[src/rtl/debouncer_entradas.sv]
// Three-channel input debouncer feeding the a/b/c combinational logic; evento strobes on any level change.
// Optional DEBOUNCE_SYNC2FF_EN adds a two-flop synchronizer per raw input (+2 cycles latency).
module debouncer_entradas #(
  parameter int DEBOUNCE_CYCLES = 4
) (
  input  logic clk,
  input  logic rst,
  input  logic a_raw,
  input  logic b_raw,
  input  logic c_raw,
  output logic a,
  output logic b,
  output logic c,
  output logic evento
);

  localparam int CW = $clog2(DEBOUNCE_CYCLES + 1);
  localparam logic [CW-1:0] LIMIT = CW'(DEBOUNCE_CYCLES - 1);

  logic [2:0]    w_raw;
  logic [2:0]    w_s;
  logic [2:0]    r_o;
  logic [2:0]    w_o_nxt;
  logic [2:0]    w_flip;
  logic          r_evento;
  logic [CW-1:0] r_cnt     [3];
  logic [CW-1:0] w_cnt_nxt [3];

  assign w_raw = {c_raw, b_raw, a_raw};

`ifdef DEBOUNCE_SYNC2FF_EN
  logic [2:0] r_sync1;
  logic [2:0] r_sync2;

  always_ff @(posedge clk) begin
    if (rst) begin
      r_sync1 <= '0;
      r_sync2 <= '0;
    end else begin
      r_sync1 <= w_raw;
      r_sync2 <= r_sync1;
    end
  end

  assign w_s = r_sync2;
`else
  assign w_s = w_raw;
`endif

  // A matching sample clears the count, so any run shorter than DEBOUNCE_CYCLES is dropped.
  always_comb begin
    w_o_nxt = r_o;
    w_flip  = '0;
    for (int unsigned i = 0; i < 3; i++) begin
      w_cnt_nxt[i] = '0;
      if (w_s[i] != r_o[i]) begin
        if (r_cnt[i] == LIMIT) begin
          w_o_nxt[i] = w_s[i];
          w_flip[i]  = 1'b1;
        end else begin
          w_cnt_nxt[i] = r_cnt[i] + 1'b1;
        end
      end
    end
  end

  always_ff @(posedge clk) begin
    if (rst) begin
      r_o      <= '0;
      r_evento <= 1'b0;
      for (int unsigned i = 0; i < 3; i++) begin
        r_cnt[i] <= '0;
      end
    end else begin
      r_o      <= w_o_nxt;
      r_evento <= |w_flip;
      for (int unsigned i = 0; i < 3; i++) begin
        r_cnt[i] <= w_cnt_nxt[i];
      end
    end
  end

  assign a      = r_o[0];
  assign b      = r_o[1];
  assign c      = r_o[2];
  assign evento = r_evento;

endmodule

[config.mk]
export PLATFORM = sky130hd
export DESIGN_NAME = debouncer_entradas
export DESIGN_NICKNAME = d
export VERILOG_FILES = /design/src/rtl/debouncer_entradas.sv
export SDC_FILE = /design/constraint.sdc
export NUM_CORES = 1
export LEC_CHECK = 0
export CORE_AREA = 2 2 39 41
export DETAILED_ROUTE_END_ITERATION = 10
export DIE_AREA = 0 0 41 43
export PLACE_DENSITY_LB_ADDON = 0.3
export SLEW_MARGIN = 20
export SYNTH_ARGS = -nofsm -noshare
export SYNTH_HDL_FRONTEND = slang
export SYNTH_SLANG_ARGS = --single-unit
[constraint.sdc]
create_clock -name clk -period 2 [get_ports clk]
set_clock_uncertainty 0.2 [all_clocks]
set_input_delay 0.4 -clock clk [delete_from_list [all_inputs] [get_ports clk]]
set_output_delay 0.4 -clock clk [all_outputs]
set_load 0.03 [all_outputs]
After elaboration in Yosys (flattened, before gate mapping). Memory sizes are Yosys's and may differ from the RTL's. Index checks and enable logic that the tools add are counted. W data, S select, Z words.

Reductions and logical operators: 4. Bitwise operators: 3. Add/subtract/negate cells: 3. Multiplexer cells: 18. Equality and inequality tests: 6.

Operator list (number): $mux W3 (9); $add A3 B1 Y3 const B (3); $eq A3 B2 Y1 const B (3); $mux W1 (9); $reduce_and A2 Y1 (3); $ne A1 B1 Y1 (3); $or A1 B1 Y1 (3); $reduce_or A3 Y1 (1).

Flip-flop bits (word level): 4. Memories kept: 1. Output and inout port bits: 4. Memory bits (writable): 9. Input bits: 5. Logic and storage cells: 39.

Memories: r_cnt (words 3, width 3, read ports 3, clocked after memory_dff 0, wr ports 3, RTL line 26) `logic [CW-1:0] r_cnt [3];`.

Longest topological paths before layout. Gate-level depths: netlist of run 1.

Depth in word-level cells: 4. Depth in mapped cells: 4.

Worst setup path after synthesis of run 1. OpenSTA, ideal clock, no wires.

Path type: register to register. From: mem r_cnt[0][0] in the netlist's numbering. To: mem r_cnt[0][0] in the netlist's numbering. Data arrival time: 1.175 ns. Data required time: 1.737 ns. Setup time: 0.063 ns. Buffers on the path: 0. Cell stages (with the launch flop): 5. Period minus slack after synthesis: 1.437 ns. Slack: 0.563 ns. Path through: dfxtp_1 > ha_1 > ha_1 > or3_4 > nor2_2.

RTL lines (RTL line): start: declaration (26).

Worst setup path in the final report of run 1.
From: reg r_o[2]. To: out c.

RTL lines: start: declaration (RTL line 22) `logic [2:0] r_o;`; start signal: assignment (RTL line 75) `r_o <= w_o_nxt;`; end: declaration (RTL line 13) `output logic c,`.

No word-level cell between the ends.

==> flow_summary.toml, run 1 <==
[clock_tree]
clockBufferDepth = 2
h-tree-depth = 1
clock-sinks = 13
hold_buffers = 0
post_cts_resized = 0
cts_buffers = 3
insertion_delay_ps = 270
cts_tree = "built"
cts-root-buf = "clkbuf_4"
clk_pin_slew_worst_paths_ps = 70
cts_setup_buffers = 0

[worst_setup_path]
crit_cells = 1
cp.buffers_inverters = 1
path_cells = "clkdlybuf4s50_1"
reg2regPathDepth = 4
critPathRequiredTime_ps = 1400
critPathMaxStageDelay_ps = 680
cp-start-kind = "flop"
crit_family = "buffers and inverters"
arrival_ps = 1330
crit_path_end_kind = "output pin"
cp_max_fo = 3
worstSetupPathType = "flop to output pin"
slowest_stage = "clkdlybuf4s50_1"

[grt]
grt_pass1_vias = 324
grt_max_degree = 10
grt_overflow = 0
grt_usage = 0.122
grt_antenna_before_repair = 0
grt_first_pass_wirelength_mm = 1.32

[power_and_ir_drop]
switchingPower_uw = 103
seqPwrFrac = 0.577
sw_frac_of_total = 0.220
p_total_uw = 468
ir_worst_vdd_mv = 0.355
p_comb_frac = 0.088
p_per_area_mw_per_mm2 = 699
clkPwrFrac = 0.335
p_leak_uw = 0.000262
internal_power_uw = 365

[detailed_routing]
drtIter0Drc = 4
num_vias = 333
wl_per_cell_um = 9.78
postRouteAntennaNets = 0
viasPerCell = 4.27
drtPass1Iterations = 2
drc_errors = 0
wirelength_um = 763

[layout]
layout-drive-gt1-share = 0.242
stdcell_area_um2 = 669
antennaDiodeCount = 0
layout_common_cells = "dfxtp_1, nor2_2, clkdlybuf4s50_1"
nNetsFinal = 74
final_common_cell = "dfxtp_1"
syn2layout_area_growth_pct = 22.1
utilization = 0.484

[synthesis]
syn_nets = 62
synth_area_per_cell_um2 = 10.7
syn_inst = 51
ys_ff_latch = 13
synth-seq-area-share = 0.475
yosysUniqueCellTypes = 11
ys_warn_count = 0
syn_area_um2 = 548

[placement]
dp_hpwl_um = 566
dpl_cell_area_um2 = 643
port_buffers = 8
place.gp.congestion = 0.638

[floorplanning]
core.rowCount = 14
ios = 9
coreArea_mm2 = 0.00138
dieArea_mm2 = 0.00176
die_w_um = 41
start_util = 0.396
die_y_um = 43

[sta]
hold_viol = 0
fmax_mhz = 519
finalCriticalPeriod_ps = 1930
min_period_over_period = 0.963
rsz0062_at_grt = "false"
setup_viol = 0
tns_ps = 0
max-slew-margin-rel = 0.797
slew_violations = 0
holdWs_ps = 228
worst_slew_pin_slew_ps = 304

[flow_run]
max-cap-violations = 0

[hold_path]
hp-class = "flop to flop"
hold_depth = 1

[run_status]
status = "finished clean"
==> worst paths after layout <==
kind / from / end / slack (ps)
setup reg to reg: r_cnt[0][0] / r_cnt[0][0] / 470
setup / recovery: r_o[2] / c / 70
hold reg to reg: r_cnt[0][6] / r_cnt[0][6] / 230
hold / removal: r_cnt[0][6] / r_cnt[0][6] / 230
==> kinds of logic after synthesis <==
| kind of cell | Yosys count | share of synthesized area |
|---|---|---|
| mux | 3 | 0.0548 |
| buf+inv | 7 | 0.0502 |
| compound gates | 1 | 0.0160 |
| fa+ha+maj | 6 | 0.137 |
| simple gates | 18 | 0.219 |
| xor+xnor | 3 | 0.0480 |
| flops | 13 | 0.475 |
==> layer usage <==
| layer | share of wire | global-route usage |
|---|---|---|
| met1 | 0.50 | 0.145 |
| met2 | 0.44 | 0.147 |
| met4 | 0 | 0.100 |
| met3 | 0.062 | 0.0785 |
| met5 | 0 | 0 |
==> final cells by class <==
cell class / instances / area (um2)
fillers: 141 / 714
well taps: 16 / 20.0
clock buffers: 4 / 26.3
flip-flops and latches: 13 / 260
repair buffers: 8 / 80.1
inverters: 6 / 22.5
multi-input cells: 31 / 260
==> cell usage after synthesis, drive strengths merged <==
| cell | count | share of area |
|---|---|---|
| mux2i | 3 | 0.055 |
| clkbuf | 1 | 0.0091 |
| ha | 6 | 0.14 |
| nor2 | 13 | 0.13 |
| nor3b | 2 | 0.027 |
| xnor2 | 3 | 0.048 |
| or3 | 3 | 0.062 |
| inv | 6 | 0.041 |
| dfxtp | 13 | 0.47 |
| a211o | 1 | 0.016 |
==> sequential cells by signal (all words and copies together), names as in the netlist <==
name and count:
evento 1, r_cnt 9, r_o 3
==> metrics by stage <==
step / setup WS, ps / std cells
after floorplan: 563 / 51
after global placement: 235 / 74
after detailed placement: 218 / 74
after CTS: 42.5 / 78
after global routing: 5.28 / 78
final: 73.5 / 78
==> power by group through the flow <==
stage	Sequential, uW	Clock, uW	Combinational (uW)
after floorplan	276	0	26.9
after global placement	276	0	40.5
after detailed placement	276	0	41.5
after CTS	270	169	42.1
after global routing	271	186	45.7
final	270	157	41.3
Note: power is estimated with default switching activity, not from simulation.
==> run 2, diff against run 1 <==
--- a/config.mk
+++ b/config.mk
@@ -9,6 +9,7 @@
 export DETAILED_ROUTE_END_ITERATION = 10
 export DIE_AREA = 0 0 41 43
 export PLACE_DENSITY_LB_ADDON = 0.3
+export SKIP_LAST_GASP = 1
 export SLEW_MARGIN = 20
 export SYNTH_ARGS = -nofsm -noshare
 export SYNTH_HDL_FRONTEND = slang
==> results of run 2 <==
The final DEF is identical to that of run 1; final timing and power are the same.
==> run 3, diff against run 2 <==
--- a/config.mk
+++ b/config.mk
@@ -6,6 +6,7 @@
 export NUM_CORES = 1
 export LEC_CHECK = 0
 export CORE_AREA = 2 2 39 41
+export CTS_CLUSTER_SIZE = 40
 export DETAILED_ROUTE_END_ITERATION = 10
 export DIE_AREA = 0 0 41 43
 export PLACE_DENSITY_LB_ADDON = 0.3
==> results of run 3 <==
The final DEF is identical to that of run 1; final timing and power are the same.
